## src/rtl/xor_tree_seq_ctrl_if.sv

```systemverilog
// Valid/ready bundle between the operand producer, the XOR group sequencer and
// the result consumer. The sequencer takes the slave side and the environment takes the master side.
interface xor_tree_seq_ctrl_if #(
  parameter int WIDTH = 35
);

  logic             in_valid;
  logic             in_ready;
  logic [WIDTH-1:0] in_vector;
  logic             out_valid;
  logic             out_ready;
  logic [WIDTH-1:0] out_xor;

  modport master (
    output in_valid, in_vector, out_ready,
    input  in_ready, out_valid, out_xor
  );

  modport slave (
    input  in_valid, in_vector, out_ready,
    output in_ready, out_valid, out_xor
  );

endinterface

```

## src/rtl/xor_tree_seq_ctrl.sv

```systemverilog
// Folds a serial stream of WIDTH-bit operands into groups of NUM_VEC and presents the XOR of each group.
// Defining XOR_SEQ_PARITY_EN adds the out_parity port, which is the reduction XOR of out_xor.
module xor_tree_seq_ctrl #(
  parameter int NUM_VEC = 3,
  parameter int WIDTH   = 35
) (
  input  logic               clk,
  input  logic               rst_n,
  input  logic               abort,
  xor_tree_seq_ctrl_if.slave bus,
  output logic               busy
`ifdef XOR_SEQ_PARITY_EN
  ,
  output logic               out_parity
`endif
);

  localparam int CNT_W = (NUM_VEC > 1) ? $clog2(NUM_VEC) : 1;
  localparam logic [CNT_W-1:0] LAST_CNT = CNT_W'(NUM_VEC - 1);

  typedef enum logic [1:0] {
    IDLE,
    ACCUM,
    DONE
  } state_t;

  state_t           state, state_d;
  logic [WIDTH-1:0] acc, acc_d;
  logic [CNT_W-1:0] cnt, cnt_d;
  logic             in_xfer;

  // Every handshake output is decoded from the state alone. This keeps in_valid and out_ready off any combinational path to the outputs.
  assign bus.in_ready  = (state != DONE);
  assign bus.out_valid = (state == DONE);
  assign bus.out_xor   = acc;
  assign busy          = (state != IDLE);
  assign in_xfer       = bus.in_valid && (state != DONE);

`ifdef XOR_SEQ_PARITY_EN
  assign out_parity = ^acc;
`endif

  always_ff @(posedge clk) begin
    if (!rst_n) begin
      state <= IDLE;
      acc   <= '0;
      cnt   <= '0;
    end else begin
      state <= state_d;
      acc   <= acc_d;
      cnt   <= cnt_d;
    end
  end

  always_comb begin
    state_d = state;
    acc_d   = acc;
    cnt_d   = cnt;
    case (state)
      IDLE: begin
        if (in_xfer) begin
          acc_d   = bus.in_vector;
          cnt_d   = CNT_W'(1);
          state_d = (NUM_VEC == 1) ? DONE : ACCUM;
        end
      end
      ACCUM: begin
        if (in_xfer) begin
          acc_d = acc ^ bus.in_vector;
          cnt_d = cnt + CNT_W'(1);
          if (cnt == LAST_CNT) begin
            state_d = DONE;
          end
        end
      end
      DONE: begin
        if (bus.out_ready) begin
          acc_d   = '0;
          cnt_d   = '0;
          state_d = IDLE;
        end
      end
      default: begin
        acc_d   = '0;
        cnt_d   = '0;
        state_d = IDLE;
      end
    endcase
    // Abort wins over any same-cycle transfer. A vector accepted in this cycle is dropped, and a result delivered in this cycle still counts as delivered.
    if (abort) begin
      acc_d   = '0;
      cnt_d   = '0;
      state_d = IDLE;
    end
  end

endmodule

```

## src/flat_wrapper.sv

```systemverilog
// flat-port wrapper written by rule: the top's interface ports become plain ports
module xor_tree_seq_ctrl_flat 
#(
  parameter int NUM_VEC = 3,
  parameter int WIDTH   = 35
)
  (clk, rst_n, abort, busy, bus_in_valid, bus_in_vector, bus_out_ready, bus_in_ready, bus_out_valid, bus_out_xor);
  xor_tree_seq_ctrl_if #(.WIDTH(WIDTH)) bus_i ();
  input  logic clk;
  input  logic rst_n;
  input  logic abort;
  output logic busy;
  input wire logic [$bits(bus_i.in_valid)-1:0] bus_in_valid;
  input wire logic [$bits(bus_i.in_vector)-1:0] bus_in_vector;
  input wire logic [$bits(bus_i.out_ready)-1:0] bus_out_ready;
  output wire logic [$bits(bus_i.in_ready)-1:0] bus_in_ready;
  output wire logic [$bits(bus_i.out_valid)-1:0] bus_out_valid;
  output wire logic [$bits(bus_i.out_xor)-1:0] bus_out_xor;
  assign bus_i.in_valid = bus_in_valid;
  assign bus_i.in_vector = bus_in_vector;
  assign bus_i.out_ready = bus_out_ready;
  assign bus_in_ready = bus_i.in_ready;
  assign bus_out_valid = bus_i.out_valid;
  assign bus_out_xor = bus_i.out_xor;
  xor_tree_seq_ctrl #(.NUM_VEC(NUM_VEC), .WIDTH(WIDTH)) u_core (.clk(clk), .rst_n(rst_n), .abort(abort), .bus(bus_i), .busy(busy));
endmodule
```

## config.mk

```make
export PLATFORM = sky130hd
export DESIGN_NAME = xor_tree_seq_ctrl_flat
export DESIGN_NICKNAME = d
export VERILOG_FILES = /design/src/rtl/xor_tree_seq_ctrl_if.sv /design/src/rtl/xor_tree_seq_ctrl.sv /design/src/flat_wrapper.sv
export SDC_FILE = /design/constraint.sdc
export NUM_CORES = 1
export LEC_CHECK = 0
export CAP_MARGIN = 20
export CORE_MARGIN = 2
export CORE_UTILIZATION = 49
export DETAILED_ROUTE_END_ITERATION = 8
export PLACE_DENSITY = 0.82
export SLEW_MARGIN = 10
export SYNTH_ARGS = -nofsm -noshare
export SYNTH_HDL_FRONTEND = slang
export SYNTH_SLANG_ARGS = --single-unit
```

## constraint.sdc

```tcl
create_clock -name clk -period 2.4 [get_ports clk]
set_input_delay 0.48 -clock clk [delete_from_list [all_inputs] [get_ports clk]]
set_output_delay 0.48 -clock clk [all_outputs]
set_load 0.03 [all_outputs]
```

==> flow_summary.ini <==
[outcome]
status = finished, final reports clean

[timing]
timing.fmax_mhz = 535
rsz0062_at_grt = no
slew_headroom_pct = 61.0
setup_viol = 0
fin_crit_ns = 1.87
finClkSkew_ns = 0.00321
slew_violations = 0
setup_tns_ns = 0
period_share_pct = 77.9
max_slew.worst_pin.slew_ns = 0.577
final-hold-violation-count = 0

[yosys]
ys_types = 33
synth_seq_area_share_pct = 35.4
synth_area_per_cell_um2 = 8.20
ys_warn_count = 0
netlist_area_um2 = 2210
synth_nets = 310
syn_inst = 269
ys_ff_latch = 39

[final_layout]
antenna_cells = 0
drive_above_1_share_pct = 6.49
nFillCells = 356
final_nets = 379
area_growth_syn_to_layout_pct = 39.5
final_cell_mix = clkdlybuf4s50_1 (73), dfxtp_1 (39), a21oi_1 (35)
final_common_cell = clkdlybuf4s50_1

[floorplan]
io_pins = 78
dieWidth_um = 71.1
core_area_um2 = 4350
num_rows = 24
die_area_um2 = 5050
initial_core_util_pct = 50.7
die_h_um = 71.1

[detailed_routing]
ant_nets = 0
drt_drc_violations_left = 0
drt_iter0_drc = 218
vias = 2337
first_pass_iters = 4
wl_per_cell_um = 14.9
viasPerCell = 5.98
wl_um = 5820

[power_and_ir_drop]
p_clk_share_pct = 31.8
vdd_drop_max_mv = 0.214
finalPower_mw = 1.55
p_comb_share_pct = 22.7
power_density_nw_per_um2 = 502
p_sw_mw = 0.436
internal-power_mw = 1.11
swShare_pct = 28.2
seqPwrFrac_pct = 45.5
p_leak_nw = 1.02

[clock_tree]
clkTransAtPathRegs_ns = 0.08
cts_sinks = 39
clk_latency_ns = 0.29
cts_tree = done
cts_buffers = 5
clockBufferDepth = 2
hold_buffers = 0
cts.repair.resized = 0
root_buffer = clkbuf_8
post_cts_buffers = 0
htreeDepth = 2

[global_routing]
grt.overflow.total = 0
grt_pass1_vias = 2117
track_usage_pct = 23.4
grt_pass1_wl_um = 9570
grt_max_degree = 43
antenna_found_initial = 0

[placed_design]
routabilityCongestion = 0.806
dp_hpwl_um = 3880
port_buffers = 77

[worst_setup_path]
worstSetupPathType = flop to primary output
start_kind = flop
crit_slowest_cell = clkdlybuf4s50_1
cp_top_family = buffers and inverters
critPathCaptureType = primary output
cp_max_fo = 4
worst_ep_required_time_ns = 1.92
arrival_ns = 1.39
crit_chain = clkdlybuf4s50_1
crit_buf_inv = 1
max_stage_delay_ns = 0.70

[min_path]
hp-class = flop to flop

[flow_run]
max_cap_viol_count = 0
-- cell usage after synthesis --
library cell / count / share of area, %
a21oi_1: 35 / 7.9
and2b_1: 1 / 0.34
buf_2: 12 / 2.7
nand2b_1: 24 / 6.8
o211a_1: 1 / 0.45
o21a_1: 1 / 0.34
or3_1: 1 / 0.28
a21o_1: 1 / 0.34
o21ai_1: 1 / 0.23
buf_4: 1 / 0.34
nand3b_1: 3 / 1.0
dfxtp_1: 39 / 35
buf_6: 1 / 0.51
o21ai_0: 33 / 7.5
nor4bb_1: 1 / 0.45
o211ai_1: 3 / 1.0
ha_1: 1 / 0.57
nor3b_4: 1 / 0.85
a31oi_1: 31 / 8.8
o22ai_1: 1 / 0.28
nand2_1: 4 / 0.68
nand3_1: 5 / 1.1
clkbuf_1: 9 / 1.5
or2b_1: 8 / 2.7
nor2b_1: 7 / 2.0
nor3b_1: 1 / 0.34
o2bb2ai_1: 31 / 12
inv_1: 3 / 0.51
or4_1: 1 / 0.34
nor2_1: 3 / 0.51
or2_2: 1 / 0.28
inv_4: 1 / 0.28
o2111ai_1: 3 / 1.2
-- kinds of logic (layout without fill, tap and decap cells) --
logic type,Yosys count,count (layout),share of synthesized area [%]
buffers and inverters,27,97,5.90
adders and majority gates,1,1,0.567
AOI/OAI and AO/OA,141,141,40.4
DFF,39,39,35.4
and+or+nand+nor,61,61,17.8
-- routing by layer --
metal | track usage [%] | vias to the layer above | part of all wire, % | wire (um)
met2 | 37.0 | 83 | 45 | 2600
met3 | 7.26 | 6 | 7.7 | 447
met1 | 30.7 | 1085 | 46 | 2700
li1 | - | 1163 | - | -
met5 | 0 | - | 0 | 0
met4 | 7.34 | 0 | 1.1 | 65
-- stage by stage --
stage          worst slack, ns  util, %  area [um2]  hold WS (ns)  cells
4_1_cts                  0.526     70.7        3080         0.497    391
3_3_place_gp             0.555     68.4        2980         0.469    383
3_5_place_dp             0.521     68.4        2980         0.484    383
6_report                 0.531     70.7        3080         0.502    391
2_1_floorplan            0.702        -        2210         0.456    269
5_1_grt                  0.497     70.7        3080         0.512    391
-- area by class of cell --
type / instances / area [um2] / area share, %
inverters: 4 / 17.5 / 0.569
multi-input cells: 203 / 1290 / 42.1
well taps: 52 / 65.1 / 2.11
flip-flops and latches: 39 / 781 / 25.4
clock buffers: 8 / 100 / 3.25
repair buffers: 85 / 818 / 26.6
-- sequential cells by signal (all words and copies together), names as in the netlist --
register,flops
u_core.cnt,2
u_core.state,2
u_core.bus.out_xor,35
-- power groups by stage --
stage | Combinational [mW] | Clock (mW) | Sequential [mW]
6_report | 0.350 | 0.492 | 0.704
5_1_grt | 0.379 | 0.522 | 0.708
4_1_cts | 0.350 | 0.501 | 0.703
3_5_place_dp | 0.348 | 0 | 0.718
3_3_place_gp | 0.342 | 0 | 0.717
2_1_floorplan | 0.143 | 0 | 0.764
-- final timing paths --
check | slack [ns] | cells after the start | from | endpoint
min | 0.50 | 2 | u_core.cnt[0]$_SDFFE_PP0P_ | u_core.cnt[0]$_SDFFE_PP0P_
max | 0.53 | 1 | u_core.bus.out_xor[8]$_SDFFE_PP0P_ | bus_out_xor[8]
max reg2reg | 0.78 | 4 | u_core.state[0]$_SDFFE_PP0P_ | u_core.bus.out_xor[16]$_SDFFE_PP0P_
min reg2reg | 0.50 | 2 | u_core.cnt[0]$_SDFFE_PP0P_ | u_core.cnt[0]$_SDFFE_PP0P_
-- worst register-to-register path, stage by stage (launching register included) --
cell	delay (ns)
dfxtp_1	0.58
buf_4	0.40
or2b_1	0.27
a31oi_1	0.19
o2bb2ai_1	0.13
Note: power is estimated with default switching activity, not from simulation.
